**config.mk**
```make
export PLATFORM = sky130hd
export DESIGN_NAME = dds_param_ctrl
export DESIGN_NICKNAME = d
export VERILOG_FILES = /design/src/rtl/dds_pkg.sv /design/src/rtl/btn_debounce.sv /design/src/rtl/dds_param_ctrl.sv
export SDC_FILE = /design/constraint.sdc
export NUM_CORES = 1
export LEC_CHECK = 0
export CAP_MARGIN = 20
export CELL_PAD_IN_SITES_DETAIL_PLACEMENT = 0
export CELL_PAD_IN_SITES_GLOBAL_PLACEMENT = 1
export CORE_MARGIN = 3
export CORE_UTILIZATION = 40
export CTS_BUF_LIST = sky130_fd_sc_hd__clkbuf_4
export CTS_CLUSTER_DIAMETER = 80
export CTS_CLUSTER_SIZE = 28
export DETAILED_ROUTE_END_ITERATION = 6
export GPL_TIMING_DRIVEN = 0
export PLACE_DENSITY = 0.79
export RECOVER_POWER = 50
export SLEW_MARGIN = 10
export SYNTH_ARGS = -nofsm -noshare
export SYNTH_HDL_FRONTEND = slang
export SYNTH_SLANG_ARGS = --single-unit
```
**constraint.sdc**
```tcl
create_clock -name clk -period 4.6 [get_ports clk]
set_input_delay 0.69 -clock clk [delete_from_list [all_inputs] [get_ports clk]]
set_output_delay 0.69 -clock clk [all_outputs]
set_load 0.05 [all_outputs]
```
**src/rtl/dds_pkg.sv**
```systemverilog
// Shared constants, FSM state type and button helpers for the DDS parameter controller.
// Optional auto-repeat is enabled by defining DDS_AUTO_REPEAT_EN.
package dds_pkg;

  localparam logic [31:0] FREQ_STEP_FINE   = 32'd43;
  localparam logic [31:0] FREQ_STEP_MID    = 32'd42950;
  localparam logic [31:0] FREQ_STEP_COARSE = 32'd42949673;
  // Upper tuning-word limit keeps the DDS output below Nyquist.
  localparam logic [31:0] FREQ_MAX         = 32'h7FFF_FFFF;
  localparam logic [31:0] DUTY_STEP        = 32'd429496729;
  localparam logic [31:0] DUTY_MAX         = 32'hFFFF_FFFF;
  localparam logic [31:0] DUTY_INIT        = 32'h8000_0000;
  localparam logic [31:0] PHASE_STEP       = 32'h0800_0000;

  typedef enum logic [1:0] {
    ST_IDLE     = 2'd0,
    ST_DEBOUNCE = 2'd1,
    ST_PRESSED  = 2'd2,
    ST_RELEASE  = 2'd3
  } dbState_e;

  function automatic logic oneLow(input logic [2:0] pb);
    return pb inside {3'b110, 3'b101, 3'b011};
  endfunction

  function automatic logic [1:0] btnIndex(input logic [2:0] pb);
    case (pb)
      3'b110:  return 2'd0;
      3'b101:  return 2'd1;
      default: return 2'd2;
    endcase
  endfunction

  function automatic logic [31:0] freqStep(input logic [1:0] idx);
    case (idx)
      2'd0:    return FREQ_STEP_FINE;
      2'd1:    return FREQ_STEP_MID;
      default: return FREQ_STEP_COARSE;
    endcase
  endfunction

endpackage

```
**src/rtl/btn_debounce.sv**
```systemverilog
// Input synchronizers and single-button debounce FSM; emits one step pulse per accepted
// press (plus periodic repeats while held when DDS_AUTO_REPEAT_EN is defined).
module btn_debounce
  import dds_pkg::*;
#(
  parameter int DEBOUNCE_CYCLES = 500000,
  parameter int REPEAT_CYCLES   = 25000000
) (
  input  logic       clk,
  input  logic       reset,
  input  logic       modeAsync,
  input  logic       dirAsync,
  input  logic [2:0] btnAsync,
  output logic       modeSync,
  output logic       dirSync,
  output logic       stepPulse,
  output logic [1:0] btnIdx
);

  localparam int DEB_W = $clog2(DEBOUNCE_CYCLES + 1);

  logic [4:0]       sync_p0;
  logic [4:0]       sync_p1;
  logic [2:0]       pb;
  logic [2:0]       pattern;
  logic [DEB_W-1:0] cnt;
  logic             rptFire;
  dbState_e         state;

  // Stage p0/p1: two-flop synchronizer, idles with all buttons released.
  always_ff @(posedge clk or posedge reset) begin
    if (reset) begin
      sync_p0 <= 5'b00111;
      sync_p1 <= 5'b00111;
    end else begin
      sync_p0 <= {modeAsync, dirAsync, btnAsync};
      sync_p1 <= sync_p0;
    end
  end

  assign modeSync = sync_p1[4];
  assign dirSync  = sync_p1[3];
  assign pb       = sync_p1[2:0];

`ifdef DDS_AUTO_REPEAT_EN
  localparam int RPT_W = $clog2(REPEAT_CYCLES + 1);
  logic [RPT_W-1:0] rptCnt;
  logic             holding;

  assign holding = (state == ST_PRESSED) && (pb == pattern);
  assign rptFire = holding && (rptCnt >= RPT_W'(REPEAT_CYCLES - 1));

  // Zero on the cycle PRESSED is entered, so repeats land every REPEAT_CYCLES from entry.
  always_ff @(posedge clk or posedge reset) begin
    if (reset) begin
      rptCnt <= '0;
    end else if (!holding || rptFire) begin
      rptCnt <= '0;
    end else begin
      rptCnt <= rptCnt + 1'b1;
    end
  end
`else
  logic unusedRepeat;
  assign unusedRepeat = (REPEAT_CYCLES > 0);
  assign rptFire      = 1'b0;
`endif

  always_ff @(posedge clk or posedge reset) begin
    if (reset) begin
      state     <= ST_IDLE;
      pattern   <= 3'b111;
      cnt       <= '0;
      stepPulse <= 1'b0;
      btnIdx    <= 2'd0;
    end else begin
      stepPulse <= 1'b0;
      case (state)
        ST_IDLE: begin
          cnt <= DEB_W'(1);
          if (oneLow(pb)) begin
            state   <= ST_DEBOUNCE;
            pattern <= pb;
          end
        end
        ST_DEBOUNCE: begin
          if (pb != pattern) begin
            state <= ST_IDLE;
            cnt   <= DEB_W'(1);
          end else if (cnt >= DEB_W'(DEBOUNCE_CYCLES - 1)) begin
            state     <= ST_PRESSED;
            stepPulse <= 1'b1;
            btnIdx    <= btnIndex(pattern);
          end else begin
            cnt <= cnt + 1'b1;
          end
        end
        ST_PRESSED: begin
          cnt <= DEB_W'(1);
          if (pb == 3'b111) begin
            state <= ST_RELEASE;
          end else if (rptFire) begin
            stepPulse <= 1'b1;
          end
        end
        ST_RELEASE: begin
          if (pb != 3'b111) begin
            cnt <= '0;
          end else if (cnt >= DEB_W'(DEBOUNCE_CYCLES - 1)) begin
            state <= ST_IDLE;
            cnt   <= DEB_W'(1);
          end else begin
            cnt <= cnt + 1'b1;
          end
        end
        default: state <= ST_IDLE;
      endcase
    end
  end

endmodule

```
**src/rtl/dds_param_ctrl.sv**
```systemverilog
// Push-button controlled DDS frequency/phase/PWM parameter registers with saturation.
// Define DDS_AUTO_REPEAT_EN to enable auto-repeat of a held button.
module dds_param_ctrl
  import dds_pkg::*;
#(
  parameter int          DEBOUNCE_CYCLES = 500000,
  parameter int          REPEAT_CYCLES   = 25000000,
  parameter logic [31:0] FREQ_INIT       = 32'd42949673
) (
  input  logic        clk,
  input  logic        reset,
  input  logic        FreqPhaseSelect,
  input  logic        UpDownSelect,
  input  logic [2:0]  PushButton,
  output logic [31:0] FreqWord,
  output logic [31:0] PhaseWord,
  output logic [31:0] PWMDuty,
  output logic        update_stb
);

  logic        modeSync;
  logic        dirSync;
  logic        stepPulse;
  logic [1:0]  btnIdx;
  logic [31:0] freqNext;
  logic [31:0] phaseNext;
  logic [31:0] dutyNext;

  function automatic logic [31:0] satInc(input logic [31:0] val, input logic [31:0] step,
                                         input logic [31:0] lim);
    logic [32:0] sum;
    sum = {1'b0, val} + {1'b0, step};
    return (sum > {1'b0, lim}) ? lim : sum[31:0];
  endfunction

  function automatic logic [31:0] satDec(input logic [31:0] val, input logic [31:0] step);
    return (val < step) ? 32'd0 : val - step;
  endfunction

  btn_debounce #(
    .DEBOUNCE_CYCLES(DEBOUNCE_CYCLES),
    .REPEAT_CYCLES  (REPEAT_CYCLES)
  ) uDebounce (
    .clk      (clk),
    .reset    (reset),
    .modeAsync(FreqPhaseSelect),
    .dirAsync (UpDownSelect),
    .btnAsync (PushButton),
    .modeSync (modeSync),
    .dirSync  (dirSync),
    .stepPulse(stepPulse),
    .btnIdx   (btnIdx)
  );

  // Mode and direction are taken from the same cycle as the step pulse; later changes
  // only matter for the next pulse.
  always_comb begin
    freqNext  = FreqWord;
    phaseNext = PhaseWord;
    dutyNext  = PWMDuty;
    if (stepPulse) begin
      if (modeSync) begin
        freqNext = dirSync ? satInc(FreqWord, freqStep(btnIdx), FREQ_MAX)
                           : satDec(FreqWord, freqStep(btnIdx));
      end else if (btnIdx == 2'd0) begin
        dutyNext = dirSync ? satInc(PWMDuty, DUTY_STEP, DUTY_MAX)
                           : satDec(PWMDuty, DUTY_STEP);
      end else if (btnIdx == 2'd1) begin
        phaseNext = dirSync ? PhaseWord + PHASE_STEP : PhaseWord - PHASE_STEP;
      end
    end
  end

  // Output stage: strobe only when a stored word really moves.
  always_ff @(posedge clk or posedge reset) begin
    if (reset) begin
      FreqWord   <= FREQ_INIT;
      PhaseWord  <= 32'd0;
      PWMDuty    <= DUTY_INIT;
      update_stb <= 1'b0;
    end else begin
      FreqWord   <= freqNext;
      PhaseWord  <= phaseNext;
      PWMDuty    <= dutyNext;
      update_stb <= (freqNext != FreqWord) || (phaseNext != PhaseWord) || (dutyNext != PWMDuty);
    end
  end

endmodule

```
==> impl_metrics.ini, run 1 <==
[clocking]
hold_buffers = 0
cts_buffers = 9
cts.htree.levels = 3
cts-root-buf = clkbuf_4
cts_max_path_buffers = 2
clk_pin_slew_ns = 0.26
numClockSinks = 107
clkLatencyLatePin_ns = 0.56
cts_tree = built

[cells_and_area]
nets = 1938
final_common_cell = nand2_1
fin_util_pct = 50.0
final_area_mm2 = 0.0150
synthToLayoutAreaGrowth_pct = 21.5
drive_gt1_share_pct = 15.8
mostFrequentLayoutCells = 170 x nand2_1, 163 x nor2_1, 146 x o21ai_0, 120 x a21oi_1, 82 x dfrtp_1

[floorplan]
die_y_um = 182
design.portCount = 104
start_util_pct = 41.1
rows = 63
core-area_mm2 = 0.0300
die_area_mm2 = 0.0330
die_w_um = 182

[yosys]
synth_compound_gate_area_share_pct = 33.7
synth-xor-area-share_pct = 5.03
synth_area_mm2 = 0.0124
yosysWarningCount = 0
synth_flop_cell = dfrtp_1
async_flop_share_pct = 100
synth_simple_gate_area_share_pct = 25.8
yosysSeqAreaShare_pct = 21.9
synth_cell_types = 97
synth.largest_area_cell = dfrtp_1
synth_area_leaders = dfrtp_1 17%, o21ai_0 6.2%, a21oi_1 5.4%
ys_seq_elements = 107
syn_inst = 1713
synth_top_family_by_area = compound AO/OA/AOI/OAI gates
muxShareOfSynthArea_pct = 0.365
syn_avg_cell_area_um2 = 7.21
synth_top_area_share_pct = 17.0
synth_edf_count = 0
synth-adder-area-share_pct = 5.65

[place]
dp_slack_ns = -1.98
portBuffers = 76
dp_hpwl_mm = 48.8
postPlaceCellArea_mm2 = 0.0137
gp_congestion = 1.08

[worst_setup_path]
worstSetupStartpointType = register
cp-startpoint = uDebounce.btnIdx[1]
cp.required_ns = 5.07
critical_path.endpoint = update_stb
worstPathArrival_ns = 5.36
cp_max_fo = 5
rrSetupSlack_ns = -0.28
timing.rr.end = update_stb
worst_setup_path_end_kind = register
reg2reg_depth = 18
path_class = reg2reg
r2r-start = uDebounce.btnIdx[1]

[timing]
hold_violations = 0
final.min_clock_period_ns = 4.88
rsz0062_at_grt = yes
setup_viol = 1
worst_pin_slew_ns = 2.01
fin_crit_sh_pct = 106
skew_ns = 0.0553
holdWs_ns = 0.376
relSlewSlack_pct = -34.8
finalWorstSetupSlack_ns = -0.282
max_freq_mhz = 205
slew_violations = 110

[run_status]
status = finished with violations
failed_checks = capacitance limit, slew limit, setup timing

[grt]
grt_pass1_wl_mm = 94.8
gr-usage-met2_pct = 60.7
met3_usage_pct = 6.63
grt_start_max_net_pins = 61
grt_antenna_before_repair = 1
grt_pass1_vias = 14600
grt-ovfl-total = 0
grt_usage_pct = 37.7
met1_usage_pct = 45.6
top_usage_layer = met2

[route]
first_pass_iters = 6
antenna_left = 0
drtIter0Drc = 2125
route.vias.total = 15300
drt-vias-per-instance = 6.71
wl_per_cell_um = 28.7
drc_errors = 0
wl_mm = 65.2

[power]
p_leak_nw = 6.01
powerDensity_mw_per_mm2 = 129
p_total_mw = 1.94
irDropWorstVdd_v = 0.000136

[job]
drv_cap = 2

[hold_path]
hold_depth = 0
hold_class = reg2reg
-- flip-flops by register name (all words and copies together), names as in the netlist, named ones only --
signal               flops
FreqWord                32
PWMDuty                 32
uDebounce.cnt           19
PhaseWord                5
uDebounce.sync_p0        5
uDebounce.sync_p1        5
uDebounce.pattern        3
uDebounce.btnIdx         2
uDebounce.state          1
uDebounce.stepPulse      1
update_stb               1
-- worst min path at each step --
stage                               startpoint                    to  slack (ns)
after floorplan           uDebounce.sync_p0[3]  uDebounce.sync_p1[3]        0.33
after global placement    uDebounce.sync_p0[4]  uDebounce.sync_p1[4]        0.33
after detailed placement  uDebounce.sync_p0[3]  uDebounce.sync_p1[3]        0.35
after CTS                 uDebounce.sync_p0[4]  uDebounce.sync_p1[4]        0.38
after global routing      uDebounce.sync_p0[0]  uDebounce.sync_p1[0]        0.39
final                     uDebounce.sync_p0[0]  uDebounce.sync_p1[0]        0.38
-- worst max-delay path: stages (launching register included) --
cell        delay (ns)
dfrtp_1           0.43
clkinvlp_4        0.23
nand2_8           0.15
clkinvlp_4        0.19
buf_6             0.17
ha_2              0.19
or2_2             0.32
o211ai_1          0.16
buf_4             0.18
a31oi_1           0.15
o211ai_1          0.33
nand2_1           0.25
a21oi_1           0.51
o31ai_1           0.14
o32ai_1           0.29
o211ai_1          0.27
nor4_4            0.26
a41oi_1           0.17
or4_4             0.44
-- through the flow --
stage	setup TNS (ns)	cells
2_1_floorplan	0	1739
5_1_grt	-0.368	2273
4_1_cts	-0.159	2261
3_5_place_dp	-37.07	2206
3_3_place_gp	-105.02	2205
6_report	-0.282	2273
-- Yosys cell counts, types with 8 or more instances --
cell and count:
dfstp_2 23, nor4_1 16, and3_1 13, a22oi_1 13, clkbuf_1 74, or2_2 13
a211o_1 12, a31oi_1 31, buf_2 29, o211ai_1 34, nand4_1 29, o31ai_1 15
o211a_1 8, o22a_1 9, ha_1 51, o22ai_1 14, and2_1 14, nor3b_1 9
o21a_1 16, dfrtp_1 84, a21o_1 24, nand3_1 53, nor3_1 55, nor2_1 168
o21bai_1 9, nand2b_1 19, nand2_1 174, xnor2_1 48, o221ai_1 10, or3_1 23
a21oi_1 133, inv_1 60, a221oi_1 9, o2111ai_1 8, xor2_1 23, buf_4 28
o21ai_0 154, a211oi_1 30, a2111oi_0 9, nor2b_1 19
-- layout make-up --
cell class	count	area [µm²]
inverter	64	253
sequential	107	2710
multi-input combinational	1428	9400
timing repair buffer	130	1230
buffer	137	757
tap	390	488
clock buffer	9	67.6
fill	3084	15000
antenna	1	2.50
clock inverter	7	101
-- report_power, final --
| part | total (mW) | switching [mW] | internal [mW] |
|---|---|---|---|
| logic | 0.309 | 0.211 | 0.0974 |
| clock network | 0.618 | 0.472 | 0.146 |
| registers | 1.02 | 0.0336 | 0.983 |
| total | 1.94 | 0.717 | 1.23 |
-- per-layer routing --
metal  wire (µm)  vias up
met5           0        -
met4        5580        0
met1       24800     7251
met3        5610      324
li1            -     6657
met2       29200     1020
-- logic make-up (layout without fill, tap and decap cells) --
group                    after synthesis  after routing
flip-flops                           107            107
AO/OA/AOI/OAI                        625            625
multiplexers                           4              4
buffers and inverters                205            347
XOR/XNOR                              71             71
other                                  1             28
AND/OR/NAND/NOR                      646            647
adder cells (fa/ha/maj)               54             54
-- timing repair --
action                                 4_1_cts  5_1_grt
gates cloned                                 1        0
setup buffers                               39       14
endpoints found under the hold margin        0        0
pin swaps                                   22       26
gates resized for setup                     92       81
setup endpoints to repair                   55        6
Power figures use the tool's default switching activity.
==> inputs of run 2 (changes only) <==
--- a/config.mk
+++ b/config.mk
@@ -17,6 +17,7 @@
 export GPL_TIMING_DRIVEN = 0
 export PLACE_DENSITY = 0.79
 export RECOVER_POWER = 50
+export SKIP_CTS_REPAIR_TIMING = 1
 export SLEW_MARGIN = 10
 export SYNTH_ARGS = -nofsm -noshare
 export SYNTH_HDL_FRONTEND = slang
==> run 2 against run 1 <==
- highest routed layer unchanged
- worst setup slack improved by 0.023 ns
- first-iteration DRC count decreased by 4.7%
- cell area decreased by 1.8%
- critical endpoint unchanged
- die area is the same
- non-clock buffer count down 14
- utilization decreased by 0.90 points
- the flow finishes with violations (DRC, capacitance limit, slew limit, setup timing)
- sequential cell count stayed put
- sequential power hardly changed
==> impl_metrics.ini, run 2 (synthesis results as in run 1) <==
[clocking]
cts.htree.levels = 3
numClockSinks = 107
clkLatencyLatePin_ns = 0.57
cts_max_path_buffers = 2
cts-root-buf = clkbuf_4
cts_buffers = 9
clk_pin_slew_ns = 0.26
cts_tree = built

[timing]
rsz0062_at_grt = yes
max_freq_mhz = 206
slew_violations = 110
fin_crit_sh_pct = 106
skew_ns = 0.0552
final.min_clock_period_ns = 4.86
relSlewSlack_pct = -36.3
tns_ns = -0.348
worst_pin_slew_ns = 2.03
finalWorstSetupSlack_ns = -0.260
setup_viol = 2
hold_violations = 0

[cells_and_area]
drive_gt1_share_pct = 14.1
final_common_cell = nand2_1
mostFrequentLayoutCells = 171 x nand2_1, 165 x nor2_1, 147 x o21ai_0, 124 x a21oi_1, 83 x dfrtp_1
instances_no_fill = 2258
synthToLayoutAreaGrowth_pct = 19.3
nets = 1923
top_regs = FreqWord: 32 flops, PWMDuty: 32 flops, uDebounce.cnt: 19 flops
fin_util_pct = 49.1

[route]
routed.top_layer = met4
first_pass_iters = 7
dr_wl_met3_mm = 5.74
antenna_left = 0
drtIter0Drc = 2026
wl_per_cell_um = 28.5
drt-vias-per-instance = 6.65
wl_met1_mm = 24.2
route.vias.total = 15000
met2_length_mm = 29.4
drc_errors = 1
wl_mm = 64.3

[worst_setup_path]
worst_setup_path_end_kind = register
crit_chain = clkinvlp_4 -> nand2_8 -> clkinvlp_4 -> buf_6 -> ha_4 -> or2_4 -> o211ai_1 -> buf_4 -> a211oi_4 -> o311ai_1 -> nand2_1 -> or4_4 -> buf_12 -> buf_4 -> nor2_4 -> a22oi_1 -> and4b_1 -> a221oi_1 -> a41oi_1 -> or4_1
critPathMaxStageDelay_ns = 0.60
cp.required_ns = 5.08
cp_top_family = simple AND/OR/NAND/NOR gates
worstSetupStartpointType = register
worstPathArrival_ns = 5.34
cp_max_fo = 8
worst_path_max_delay_cell = or4_4
cp.buffers_inverters = 6
path_class = reg2reg

[floorplan]
core-area_mm2 = 0.0300
design.portCount = 104
rows = 63
die_w_um = 182
die_area_mm2 = 0.0330
start_util_pct = 41.1
die_y_um = 182

[run_status]
failed_checks = DRC, capacitance limit, slew limit, setup timing
status = finished with violations

[grt]
grt_pass1_vias = 14200
grt-ovfl-total = 0
grt_start_max_net_pins = 61
grt_antenna_before_repair = 1
grt_pass1_wl_mm = 93.2
grt_usage_pct = 37.0

[power]
p_total_mw = 1.95
powerDensity_mw_per_mm2 = 132
irDropWorstVdd_v = 0.000132
p_leak_nw = 5.92

[place]
portBuffers = 76
gp_congestion = 1.08
dp_slack_ns = -1.98
dpl.cell_count = 2206
dp_hpwl_mm = 48.8

[hold_path]
hold_class = reg2reg

[job]
drv_cap = 2
-- run 2: cell count changes in the layout (fill, tap and decap cells not counted), sizes merged --
cell | before | now
clkinv | 4 | 3
clkbuf | 87 | 90
clkinvlp | 3 | 4
buf | 112 | 94
clkdlybuf4s15 | 1 | 2
nand2 | 175 | 174
-- run 2: through the flow --
stage,cell area [µm²],hold WS [ns]
floorplan,12500,0.331
global placement,13700,0.333
detailed placement,13700,0.349
CTS,13900,0.379
global route,14700,0.388
finish,14700,0.377
-- run 2: cell type report --
| type | instances | area, µm² |
|---|---|---|
| Antenna cell | 1 | 2.50 |
| Fill cell | 3098 | 15300 |
| Sequential cell | 107 | 2710 |
| Clock buffer | 9 | 67.6 |
| Clock inverter | 7 | 101 |
| Tap cell | 390 | 488 |
| Inverter | 64 | 253 |
| Timing Repair Buffer | 115 | 1090 |
| Buffer | 138 | 753 |
| Multi-Input combinational cell | 1427 | 9280 |
-- run 2: final timing paths --
path,depth (start not counted),endpoint,slack [ns],from
min reg2reg,0,uDebounce.sync_p1[0],0.38,uDebounce.sync_p0[0]
min,0,uDebounce.sync_p1[0],0.38,uDebounce.sync_p0[0]
max,20,update_stb,-0.26,uDebounce.btnIdx[1]
max in group asynchronous,3,PWMDuty[0],1.01,reset
min in group asynchronous,2,asynchronous set/reset pin,1.07,reset
max reg2reg,20,update_stb,-0.26,uDebounce.btnIdx[1]
-- run 2: routing by layer --
layer,GRT usage [%],up-vias
li1,-,6634
met1,45.0,7089
met2,59.9,990
met3,6.35,294
met4,25.1,0
met5,0,-
-- run 2: report_power, final --
group | switching [mW] | total, mW | internal [mW] | leakage, nW
clock network | 0.481 | 0.627 | 0.146 | 0.0873
registers | 0.0330 | 1.02 | 0.983 | 1.39
logic | 0.210 | 0.306 | 0.0962 | 4.44
==> inputs of run 3 (changes only) <==
--- a/config.mk
+++ b/config.mk
@@ -9,13 +9,13 @@
 export CELL_PAD_IN_SITES_DETAIL_PLACEMENT = 0
 export CELL_PAD_IN_SITES_GLOBAL_PLACEMENT = 1
 export CORE_MARGIN = 3
-export CORE_UTILIZATION = 40
+export CORE_UTILIZATION = 45
 export CTS_BUF_LIST = sky130_fd_sc_hd__clkbuf_4
 export CTS_CLUSTER_DIAMETER = 80
 export CTS_CLUSTER_SIZE = 28
 export DETAILED_ROUTE_END_ITERATION = 6
 export GPL_TIMING_DRIVEN = 0
-export PLACE_DENSITY = 0.79
+export PLACE_DENSITY = 0.84
 export RECOVER_POWER = 50
 export SKIP_CTS_REPAIR_TIMING = 1
 export SLEW_MARGIN = 10
==> constraint.sdc (replaced) <==
create_clock -name clk -period 4.9 [get_ports clk]
set_input_delay 0.735 -clock clk [delete_from_list [all_inputs] [get_ports clk]]
set_output_delay 0.735 -clock clk [all_outputs]
set_load 0.05 [all_outputs]
==> run 3 against run 2 <==
- the flow finishes with violations (capacitance limit, slew limit, setup timing)
- sequential power is 7% lower
- global-route usage is 4.2 points higher
- sequential share of layout area is 0.67 points higher
- via count is 2.1% higher
- utilization is 3.7 points higher
- routed wire length is 3.7% lower
- largest cell class unchanged
- largest power group unchanged
==> impl_metrics.ini, run 3 (synthesis results as in run 1) <==
[run_status]
status = finished with violations
failed_checks = capacitance limit, slew limit, setup timing

[job]
drv_cap = 2

[clocking]
cts_buffers = 9
clk_pin_slew_ns = 0.26
cts_tree = built
cts_max_path_buffers = 2
clkLatencyLatePin_ns = 0.55
numClockSinks = 107
cts.htree.levels = 3
cts-root-buf = clkbuf_4

[route]
first_pass_iters = 6
wl_per_cell_um = 28.3
antenna_left = 0
wl_mm = 62.0
drc_errors = 0
route.vias.total = 15300
drtIter0Drc = 2217
drt-vias-per-instance = 6.98

[worst_setup_path]
critPathMaxStageDelay_ns = 0.70
cp.buffers_inverters = 1
path_class = reg2reg
worst_setup_path_end_kind = register
path_common_cell = o311ai_0
worstPathArrival_ns = 5.56
worstSetupStartpointType = register
rrSetupSlack_ns = -0.19
reg2reg_depth = 13
cp_top_family = compound AO/OA/AOI/OAI gates
worst_path_max_delay_cell = o211ai_1
cp.required_ns = 5.37
timing.rr.end = update_stb
crit_chain = buf_2 -> o311ai_0 -> o211ai_1 -> a21oi_1 -> nand2_1 -> nand3_1 -> o221ai_1 -> o311ai_0 -> nor3_1 -> nand4_1 -> nor4_2 -> o2111ai_1 -> or4_1
cp_max_fo = 10
r2r-start = PWMDuty[1]

[cells_and_area]
instances_no_fill = 2193
fin_util_pct = 52.8
final_area_mm2 = 0.0142
mostFrequentLayoutCells = 171 x nand2_1, 164 x nor2_1, 149 x o21ai_0, 128 x a21oi_1, 83 x dfrtp_1
nets = 1907
final_common_cell = nand2_1
synthToLayoutAreaGrowth_pct = 15.1
drive_gt1_share_pct = 11.1
top_regs = FreqWord: 32 flops, PWMDuty: 32 flops, uDebounce.cnt: 19 flops

[place]
dpl.cell_count = 2159
dp_hpwl_mm = 47.0
gp_congestion = 1.04
postPlaceCellArea_mm2 = 0.0137
portBuffers = 76

[timing]
hold_violations = 0
skew_ns = 0.0454
fin_crit_sh_pct = 104
max_freq_mhz = 196
holdWs_ns = 0.374
finalWorstSetupSlack_ns = -0.192
slew_violations = 110
worst_pin_slew_ns = 1.99
rsz0062_at_grt = yes
setup_viol = 3
relSlewSlack_pct = -33.6
final.min_clock_period_ns = 5.09

[power]
p_total_mw = 1.79
powerDensity_mw_per_mm2 = 126
p_leak_nw = 5.74
irDropWorstVdd_v = 0.000185

[hold_path]
hold_class = reg2reg
hold_depth = 0
min_to = uDebounce.sync_p1[0]
min_from = uDebounce.sync_p0[0]

[floorplan]
die_y_um = 172
start_util_pct = 45.8
core-area_mm2 = 0.0270
design.portCount = 104
rows = 60
die_w_um = 172
die_area_mm2 = 0.0295

[grt]
grt-ovfl-total = 0
grt_antenna_before_repair = 2
grt_pass1_vias = 14300
grt_start_max_net_pins = 62
grt_usage_pct = 41.2
grt_pass1_wl_mm = 91.8
==> run 3: changes by cell type in the layout (fill, tap and decap cells not counted), sizes merged <==
cell           change
buf               -12
clkbuf             -3
clkinv             +2
clkdlybuf4s15      -1
clkinvlp           -1
inv                -1
==> run 3: worst max path at each step <==
stage | from | cells after the start | slack (ns) | endpoint
after detailed placement | uDebounce.btnIdx[1] | 16 | -1.70 | update_stb
after global placement | uDebounce.btnIdx[1] | 15 | -1.68 | update_stb
after global routing | uDebounce.btnIdx[0] | 16 | -0.33 | update_stb
after floorplan | uDebounce.btnIdx[1] | 17 | 0.35 | update_stb
final | PWMDuty[1] | 13 | -0.19 | update_stb
after CTS | uDebounce.btnIdx[1] | 16 | -1.72 | update_stb
==> run 3: per-stage QoR <==
| step | TNS (ns) | setup slack [ns] |
|---|---|---|
| 2_1_floorplan | 0 | 0.349 |
| 4_1_cts | -16.99 | -1.72 |
| 6_report | -0.233 | -0.192 |
| 3_3_place_gp | -55.25 | -1.68 |
| 3_5_place_dp | -15.40 | -1.70 |
| 5_1_grt | -0.333 | -0.328 |
==> run 3: area by class of cell <==
cell class / instances / area (µm²)
diodes: 1 / 2.50
plain buffers: 140 / 712
clock buffers: 9 / 67.6
clock inverters: 7 / 106
fillers: 2725 / 12700
inverters: 64 / 249
multi-input cells: 1427 / 9030
flip-flops and latches: 107 / 2710
well taps: 341 / 427
repair buffers: 97 / 926
==> run 3: worst reg2reg max path, cell delays in order, from the launching register on <==
cell,delay [ns]
dfrtp_1,0.53
buf_2,0.27
o311ai_0,0.34
o211ai_1,0.71
a21oi_1,0.36
nand2_1,0.26
nand3_1,0.29
o221ai_1,0.52
o311ai_0,0.31
nor3_1,0.27
nand4_1,0.17
nor4_2,0.35
o2111ai_1,0.14
or4_1,0.53
==> run 3: where the power goes <==
group	switching [mW]	internal, mW	leakage [nW]
combinational	0.192	0.0870	4.26
clock	0.424	0.137	0.0881
sequential	0.0301	0.922	1.39
total	0.646	1.15	5.74
==> run 3: routing by layer <==
layer  vias to the layer above  wire length, µm  global-route usage (%)
li1                       6597                -                       -
met1                      7180            22600                    51.7
met2                      1175            27000                    64.1
met3                       363             6850                    8.02
met4                         0             5550                    28.1
met5                         -                0                       0
